==> config.mk <==
export PLATFORM = sky130hd
export DESIGN_NAME = ps2_host_tx
export DESIGN_NICKNAME = d
export VERILOG_FILES = /design/src/rtl/ps2_pkg.sv /design/src/rtl/ps2_line_sync.sv /design/src/rtl/ps2_host_tx.sv
export SDC_FILE = /design/constraint.sdc
export NUM_CORES = 1
export LEC_CHECK = 0
export BUFFER_PORTS_ARGS = -buffer_cell sky130_fd_sc_hd__buf_4
export CAP_MARGIN = 20
export CORE_UTILIZATION = 55
export CTS_CLUSTER_SIZE = 24
export DETAILED_ROUTE_END_ITERATION = 10
export PLACE_DENSITY = 0.72
export SYNTH_ARGS = -nofsm -noshare
export SYNTH_HDL_FRONTEND = slang
export SYNTH_SLANG_ARGS = --single-unit
==> constraint.sdc <==
create_clock -name clk -period 5.5 [get_ports clk]
set_clock_uncertainty 0.15 [all_clocks]
set_input_delay 0.825 -clock clk [delete_from_list [all_inputs] [get_ports clk]]
set_output_delay 0.825 -clock clk [all_outputs]
set_load 0.01 [all_outputs]
==> src/rtl/ps2_pkg.sv <==
// Shared PS/2 definitions: FSM encoding, mouse command bytes, default timing and frame builder.
package ps2_pkg;

    localparam int unsigned STATE_W  = 3;
    localparam int unsigned FRAME_W  = 10;
    localparam int unsigned BITCNT_W = 4;
    localparam int unsigned RETRY_W  = 4;

    localparam logic [2:0] ST_IDLE      = 3'd0;
    localparam logic [2:0] ST_INHIBIT   = 3'd1;
    localparam logic [2:0] ST_REQ       = 3'd2;
    localparam logic [2:0] ST_XFER      = 3'd3;
    localparam logic [2:0] ST_WAIT_IDLE = 3'd4;
    localparam logic [2:0] ST_DONE      = 3'd5;

    localparam logic [7:0] CMD_RESET    = 8'hFF;
    localparam logic [7:0] CMD_ENABLE   = 8'hF4;
    localparam logic [7:0] CMD_DISABLE  = 8'hF5;
    localparam logic [7:0] CMD_SET_RATE = 8'hF3;
    localparam logic [7:0] ACK_BYTE     = 8'hFA;

    localparam int unsigned DEF_INHIBIT_CYCLES = 6500;
    localparam int unsigned DEF_TIMEOUT_CYCLES = 975000;
    localparam int unsigned DEF_MAX_RETRIES    = 2;

    // Edge 10 carries the stop bit; edge 11 is the device ACK slot.
    localparam logic [3:0] LAST_DATA_EDGE = 4'd10;

    // {stop, odd parity, data}, sent LSB first.
    function automatic logic [9:0] build_frame(input logic [7:0] data);
        return {1'b1, ~^data, data};
    endfunction

endpackage

==> src/rtl/ps2_line_sync.sv <==
// Two-flop synchronizer plus falling-edge detect for one PS/2 pad.
module ps2_line_sync (
    input  logic clk,
    input  logic rst,
    input  logic pad_in,
    output logic level,
    output logic fall_c
);

    logic meta_q, meta_d;
    logic cur_q,  cur_d;
    logic prev_q, prev_d;

    always_comb begin
        meta_d = pad_in;
        cur_d  = meta_q;
        prev_d = cur_q;
    end

    // Reset to the idle-high bus level so no edge is seen on reset release.
    always_ff @(posedge clk) begin
        if (!rst) begin
            meta_q <= 1'b1;
            cur_q  <= 1'b1;
            prev_q <= 1'b1;
        end else begin
            meta_q <= meta_d;
            cur_q  <= cur_d;
            prev_q <= prev_d;
        end
    end

    assign level  = cur_q;
    assign fall_c = prev_q & ~cur_q;

endmodule

==> src/rtl/ps2_host_tx.sv <==
// PS/2 host-to-device command transmitter with ACK check and timeout.
// Optional retry on NACK/timeout when PS2_TX_RETRY_EN is defined.
module ps2_host_tx
    import ps2_pkg::*;
#(
    parameter int unsigned INHIBIT_CYCLES = DEF_INHIBIT_CYCLES,
    parameter int unsigned TIMEOUT_CYCLES = DEF_TIMEOUT_CYCLES,
    parameter int unsigned MAX_RETRIES    = DEF_MAX_RETRIES
) (
    input  logic       clk,
    input  logic       rst,
    input  logic       start,
    input  logic [7:0] tx_data,
    input  logic       ps2_clk_in,
    input  logic       ps2_data_in,
    output logic       ps2_clk_oe,
    output logic       ps2_data_oe,
    output logic       busy,
    output logic       done,
    output logic       err
);

    localparam int unsigned INH_W = $clog2(INHIBIT_CYCLES + 1);
    localparam int unsigned TO_W  = $clog2(TIMEOUT_CYCLES + 1);

`ifdef PS2_TX_RETRY_EN
    localparam bit RETRY_EN = 1'b1;
`else
    localparam bit RETRY_EN = 1'b0;
`endif

    logic clk_level, clk_fall_c;
    logic data_level, data_fall_c;

    ps2_line_sync u_clk_sync (
        .clk    (clk),
        .rst    (rst),
        .pad_in (ps2_clk_in),
        .level  (clk_level),
        .fall_c (clk_fall_c)
    );

    ps2_line_sync u_data_sync (
        .clk    (clk),
        .rst    (rst),
        .pad_in (ps2_data_in),
        .level  (data_level),
        .fall_c (data_fall_c)
    );

    logic [STATE_W-1:0]  state_q,  state_d;
    logic [FRAME_W-1:0]  frame_q,  frame_d;
    logic [INH_W-1:0]    inh_q,    inh_d;
    logic [TO_W-1:0]     to_q,     to_d;
    logic [BITCNT_W-1:0] bitcnt_q, bitcnt_d;
    logic [RETRY_W-1:0]  retry_q,  retry_d;
    logic                nack_q,   nack_d;
    logic                clk_oe_q, clk_oe_d;
    logic                data_oe_q, data_oe_d;
    logic                busy_q,   busy_d;
    logic                done_q,   done_d;
    logic                err_q,    err_d;
    logic                timing_c, finish_c, fail_c;

    always_comb begin
        state_d   = state_q;
        frame_d   = frame_q;
        inh_d     = inh_q;
        to_d      = to_q;
        bitcnt_d  = bitcnt_q;
        retry_d   = retry_q;
        nack_d    = nack_q;
        clk_oe_d  = clk_oe_q;
        data_oe_d = data_oe_q;
        busy_d    = busy_q;
        done_d    = 1'b0;
        err_d     = 1'b0;
        finish_c  = 1'b0;
        fail_c    = 1'b0;

        timing_c = (state_q == ST_REQ) || (state_q == ST_XFER) || (state_q == ST_WAIT_IDLE);
        if (timing_c) begin
            to_d = to_q + TO_W'(1);
        end

        case (state_q)
            ST_IDLE: begin
                if (start) begin
                    frame_d   = build_frame(tx_data);
                    retry_d   = '0;
                    nack_d    = 1'b0;
                    inh_d     = '0;
                    busy_d    = 1'b1;
                    clk_oe_d  = 1'b1;
                    data_oe_d = 1'b0;
                    state_d   = ST_INHIBIT;
                end
            end
            ST_INHIBIT: begin
                inh_d = inh_q + INH_W'(1);
                if (inh_q == INH_W'(INHIBIT_CYCLES - 1)) begin
                    clk_oe_d  = 1'b0;
                    data_oe_d = 1'b1;
                    to_d      = '0;
                    bitcnt_d  = '0;
                    state_d   = ST_REQ;
                end
            end
            ST_REQ: begin
                state_d = ST_XFER;
            end
            ST_XFER: begin
                if (clk_fall_c) begin
                    to_d     = '0;
                    bitcnt_d = bitcnt_q + BITCNT_W'(1);
                    if (bitcnt_q < LAST_DATA_EDGE) begin
                        data_oe_d = ~frame_q[bitcnt_q];
                    end else begin
                        nack_d    = data_level;
                        data_oe_d = 1'b0;
                        state_d   = ST_WAIT_IDLE;
                    end
                end
            end
            ST_WAIT_IDLE: begin
                if (clk_level && data_level) begin
                    finish_c = 1'b1;
                    fail_c   = nack_q;
                end
            end
            ST_DONE: begin
                state_d = ST_IDLE;
            end
            default: begin
                state_d = ST_IDLE;
            end
        endcase

        // A detected edge restarts the watchdog, so it cannot also expire this cycle.
        if (timing_c && !clk_fall_c && (to_q == TO_W'(TIMEOUT_CYCLES - 1))) begin
            finish_c = 1'b1;
            fail_c   = 1'b1;
        end

        if (finish_c) begin
            clk_oe_d  = 1'b0;
            data_oe_d = 1'b0;
            if (fail_c && RETRY_EN && (retry_q < RETRY_W'(MAX_RETRIES))) begin
                retry_d  = retry_q + RETRY_W'(1);
                inh_d    = '0;
                nack_d   = 1'b0;
                clk_oe_d = 1'b1;
                state_d  = ST_INHIBIT;
            end else begin
                done_d  = 1'b1;
                err_d   = fail_c;
                busy_d  = 1'b0;
                state_d = ST_DONE;
            end
        end
    end

    always_ff @(posedge clk) begin
        if (!rst) begin
            state_q   <= ST_IDLE;
            frame_q   <= '0;
            inh_q     <= '0;
            to_q      <= '0;
            bitcnt_q  <= '0;
            retry_q   <= '0;
            nack_q    <= 1'b0;
            clk_oe_q  <= 1'b0;
            data_oe_q <= 1'b0;
            busy_q    <= 1'b0;
            done_q    <= 1'b0;
            err_q     <= 1'b0;
        end else begin
            state_q   <= state_d;
            frame_q   <= frame_d;
            inh_q     <= inh_d;
            to_q      <= to_d;
            bitcnt_q  <= bitcnt_d;
            retry_q   <= retry_d;
            nack_q    <= nack_d;
            clk_oe_q  <= clk_oe_d;
            data_oe_q <= data_oe_d;
            busy_q    <= busy_d;
            done_q    <= done_d;
            err_q     <= err_d;
        end
    end

    assign ps2_clk_oe  = clk_oe_q;
    assign ps2_data_oe = data_oe_q;
    assign busy        = busy_q;
    assign done        = done_q;
    assign err         = err_q;

endmodule

# After elaboration in Yosys (flattened, before gate mapping)
# Cells that the tools add are included.
# op_classes
add_sub_neg	3
n_lt_le_gt_ge	2
n_eq_ne	15
muxes	35
bitwise	5
n_reduce_logical	22
# ops
op	n
20-bit two-way mux	3
20-bit one-hot mux with 2 select lines	1
13-bit one-hot mux with 2 select lines	1
20-bit by 1-bit adder with 20-bit output (second input constant)	1
20-bit equality test (second input constant)	1
1-bit two-way mux	16
3-bit two-way mux	5
3-bit one-hot mux with 5 select lines	1
13-bit by 1-bit adder with 13-bit output (second input constant)	1
13-bit equality test (second input constant)	1
13-bit two-way mux	1
3-bit inequality test (second input constant)	4
2-bit inequality test (second input constant)	5
5-bit AND reduction	2
4-bit two-way mux	2
4-bit one-hot mux with 2 select lines	1
4-bit AND reduction	2
8-bit XNOR reduction	1
3-bit by 2-bit equality test with 1-bit output (second input constant)	2
2-bit AND reduction	3
3-bit AND reduction	2
2-bit nonzero test	3
4-bit by 5-bit < comparator with 1-bit output (second input constant)	1
4-bit by 1-bit adder with 4-bit output (second input constant)	1
other kinds (14)	21
# word_totals
regBits	61
out_inout_bits	5
wordCells	99

# Logic depth before layout (Yosys ltp)
# depth
ltp_word	8
mapped_depth	7
depth_no_buf	5

# Modules after synthesis
# Synthesis repeated with hierarchy kept, for this count alone.
# hier_totals
hier_cells	349
area_unflattened_um2	2981.6
# by_module_without_submodules
module	instances	cells_per_inst	area_each_um2
ps2_host_tx	1	335	2811.4
ps2_line_sync	2	7	85.1

# Worst setup path after synthesis
# No wires, ideal clock.
# synth_timing
path_kind	in2reg
from	in start
to	reg inh_q[7]
arrival_ns	1.790
required_time_ns	5.235
setup_slack_ns	3.445
stages	4
path_buffers	2
path_cell_list	or4b_1 clkbuf_1 clkbuf_1 and3_1
# synth_between
elab_chain_cells	2
# synth_lines
item	line	text
start, declared	ps2_host_tx.sv:12	input logic start,
2-bit inequality test (no line)	n/a	
2-bit AND reduction (no line)	n/a	
end signal, assigned	ps2_host_tx.sv:180	inh_q <= inh_d;
end, declared	ps2_host_tx.sv:53	logic [INH_W-1:0] inh_q, inh_d;
# No other way between the ends.
# A chain may end at the register's enable or synchronous reset.

# Final worst setup path
# layout_timing
from	reg state_q[1]
to	reg to_q[17]
# layout_between
elab_chain_cells	6
elab_cells_between_ends	10
# layout_lines
item	line	text
start, declared	ps2_host_tx.sv:51	logic [STATE_W-1:0] state_q, state_d;
start signal, assigned	ps2_host_tx.sv:178	state_q <= state_d;
3-bit by 2-bit equality test with 1-bit output, on equally long branches	ps2_host_tx.sv:81, ps2_host_tx.sv:86	
1-bit logical OR (2 in a row)	ps2_host_tx.sv:81	timing_c = (state_q == ST_REQ) || (state_q == ST_XFER) || (state_q == ST_WAIT_IDLE);
20-bit two-way mux	ps2_host_tx.sv:82	if (timing_c) begin
20-bit two-way mux, on equally long branches	ps2_host_tx.sv:113, ps2_host_tx.sv:101	
20-bit one-hot mux with 2 select lines (*)	ps2_host_tx.sv:86	case (state_q)
end signal, assigned	ps2_host_tx.sv:181	to_q <= to_d;
end, declared	ps2_host_tx.sv:54	logic [TO_W-1:0] to_q, to_d;
# Every way passes the cells marked *; elsewhere a longest branch is shown, timed or not.

==> metrics <==
status=complete, no violations; CORE AREA=0.00524 mm²; first-pass GRT wire length=10800 µm; DP Area=0.00318 mm²; Syn Std Cell Area=0.00306 mm²; part of the cycle the worst path needs=51.1%; CP Data Required Time=5.61 ns; Final min period=2.81 ns; Critical Path Start Type=flop; initial antenna violation count=0; Post-synth EDFFs=0; DIE WIDTH=76.6 µm; max cap viols=0; hold path endpoint=u_clk_sync.level$_SDFF_PN1_; Hold WC Path Type=reg -> reg; Worst VDD drop=0.204 mV; CTS buffer count=9; CTS tree=yes; Final GP Congestion=0.808; endpoints failing setup=0; Syn Nets=366; H-tree depth=3; Yosys reg bits=61; Cells after Synth=350; Worst Path Arrival=2.92 ns; largest net degree at the start of global routing=42; DR pass1 iterations=4; syn_area_per_cell=8.75 µm²; Cell variety after synth=55; Crit. End Element=flop; Layout Utilization=64.1%; cts repair resizes=0; setup repair after global routing missed its margin=no; # diodes=0; drt initial violations=66; clk sinks=61; largest area contributor in the netlist=dfxtp_1; Hold Path Stages=1; hold buffer count at cts=0; leakage power=1.17 nW; final setup margin=2.69 ns; Setup TNS Final=0 ns; Starting Density=58.5%; FF-to-FF Start=state_q[1]$_SDFFE_PP0P_; Worst R2R Setup Slack=2.69 ns; final instance area=0.00336 mm²; DR vias/cell=5.83; Port-buffer cells=17; headroom to the max-slew limit=38.8%; Max Slew Vio Count=0; share of cells above drive strength 1=12.4%; DR vias=2519; GRT overflow=0; Synth Warn #=0; Worst Path Max Fanout=15; Die H=76.6 µm; HPWL Detailed=4100 µm; maximum clock rate=356 MHz; Area Overhead vs Synth=9.64%; Root Driver=clkbuf_8; worst r2r dst=to_q[17]$_SDFF_PN0_; Setup WS pre-CTS=2.76 ns; vias in the first global route=2365; post-route insts no fill=432; pwr/cell area=262 mW/mm²; io pins=18; Cells after DPL=416; post-CTS setup buffer count=0; Final #Nets=373; main flop type after synthesis=dfxtp_1; Synth top area share=39.9%; routed len/inst=14.1 µm; clock transition at the registers of the reported paths=0.07 ns; dominant cells by area after synthesis=dfxtp_1, nand2_1, a21oi_1; final WL=6070 µm; beginning of the worst hold path=u_clk_sync.cur_d$_SDFF_PN1_; critical path class=reg -> reg; GRT Resource Usage Total=23.1%; reg2reg path depth=4; sequential element share of the synthesized area=39.9%; # rows=26; # DRC=0; Final ANT Viol Nets=0; async set or reset register ratio after synthesis=0%; worst-margin pin slew=0.916 ns; Fin. Hold Viols=0; Clock Latency Late Sink=0.34 ns; Die ar.=0.00587 mm²; CTS max path bufs=2
==> layout by cell type (no fill, tap or decap), types with 3 or more instances in the layout <==
cell type  count
o21a_1         6
nand2b_1       8
mux2i_1        8
or4_1          8
a21boi_0      11
a21boi_1       3
o211ai_1       5
a21oi_1       19
nand3_1       17
and3_1         7
buf_4         18
inv_1          4
nand2_1       34
and4_1         3
nand3b_1       3
or3_1          6
nor2_1        24
xnor2_1        7
nor3_1         4
ha_1           3
a31oi_1        5
nand4_1        7
and2_1         4
xor2_1        10
dfxtp_1       61
o31ai_1        7
o21ai_1        3
o21ai_0       15
clkbuf_8       9
nor4_2         3
==> metrics by stage <==
stage	hold WS (ns)	total power, W
CTS	0.260	0.000889
floorplan	0.236	0.000514
global placement	0.245	0.000531
finish	0.262	0.000878
global route	0.297	0.000917
detailed placement	0.245	0.000533
==> flip-flops by register name (all words and copies together), names as in the netlist, 3 cells and up <==
name      cells
state_q       3
bitcnt_q      4
to_q         20
inh_q        13
frame_q      10
==> worst max-delay path, cell delays in order (launching register included) <==
cell	delay, ns
dfxtp_1	0.57
nor2b_1	0.79
o21ai_1	0.46
or4_1	0.61
a21oi_1	0.15
==> cells by family after synthesis <==
family	Yosys count	synth area share, %
simple gates	151	29.1
xor+xnor	17	4.86
mux	9	3.35
compound gates	83	17.5
fa+ha+maj	3	1.23
flops	61	39.9
buf+inv	26	4.04
==> synthesized netlist by cell type, drive strengths merged (8+ instances only) <==
library cell and instances:
dfxtp 61, nand2 34, nor2 24, a21oi 19
o21ai 18, nand3 17, a21boi 14, buf 11
clkbuf 11, xor2 10, mux2i 8, nand2b 8
or4 8
==> power by group <==
part	switching, W	internal, W	leakage [nW]
Sequential	0.00000790	0.000452	0.495
Combinational	0.0000338	0.0000289	0.586
Clock	0.000192	0.000164	0.0856
Total	0.000233	0.000645	1.17
==> per-layer routing <==
metal | GRT usage [%] | up-vias | wire length (µm)
met5 | 0 | - | 0
met1 | 27.3 | 1185 | 2920
li1 | - | 1296 | -
met4 | 10.2 | 0 | 78
met2 | 38.4 | 33 | 2870
met3 | 7.19 | 5 | 199
==> how the worst max path moves through the flow <==
stage,start,to,slack [ns],cells past startpoint
floorplan,start,inh_q[7]$_SDFFE_PN0P_,3.44,4
detailed placement,state_q[1]$_SDFFE_PP0P_,to_q[17]$_SDFF_PN0_,2.76,4
global route,state_q[1]$_SDFFE_PP0P_,to_q[15]$_SDFF_PN0_,2.47,4
global placement,state_q[1]$_SDFFE_PP0P_,to_q[17]$_SDFF_PN0_,2.80,4
CTS,state_q[1]$_SDFFE_PP0P_,to_q[17]$_SDFF_PN0_,2.74,4
finish,state_q[1]$_SDFFE_PP0P_,to_q[17]$_SDFF_PN0_,2.69,4
==> final cells by class <==
class | count | area [µm²]
Clock inverter | 7 | 51.3
Clock buffer | 9 | 124
Tap cell | 70 | 87.6
Timing Repair Buffer | 18 | 135
Sequential cell | 61 | 1220
Fill cell | 484 | 1880
Multi-Input combinational cell | 263 | 1720
Inverter | 4 | 15.0
No activity file was read; power rests on OpenSTA's default activity.
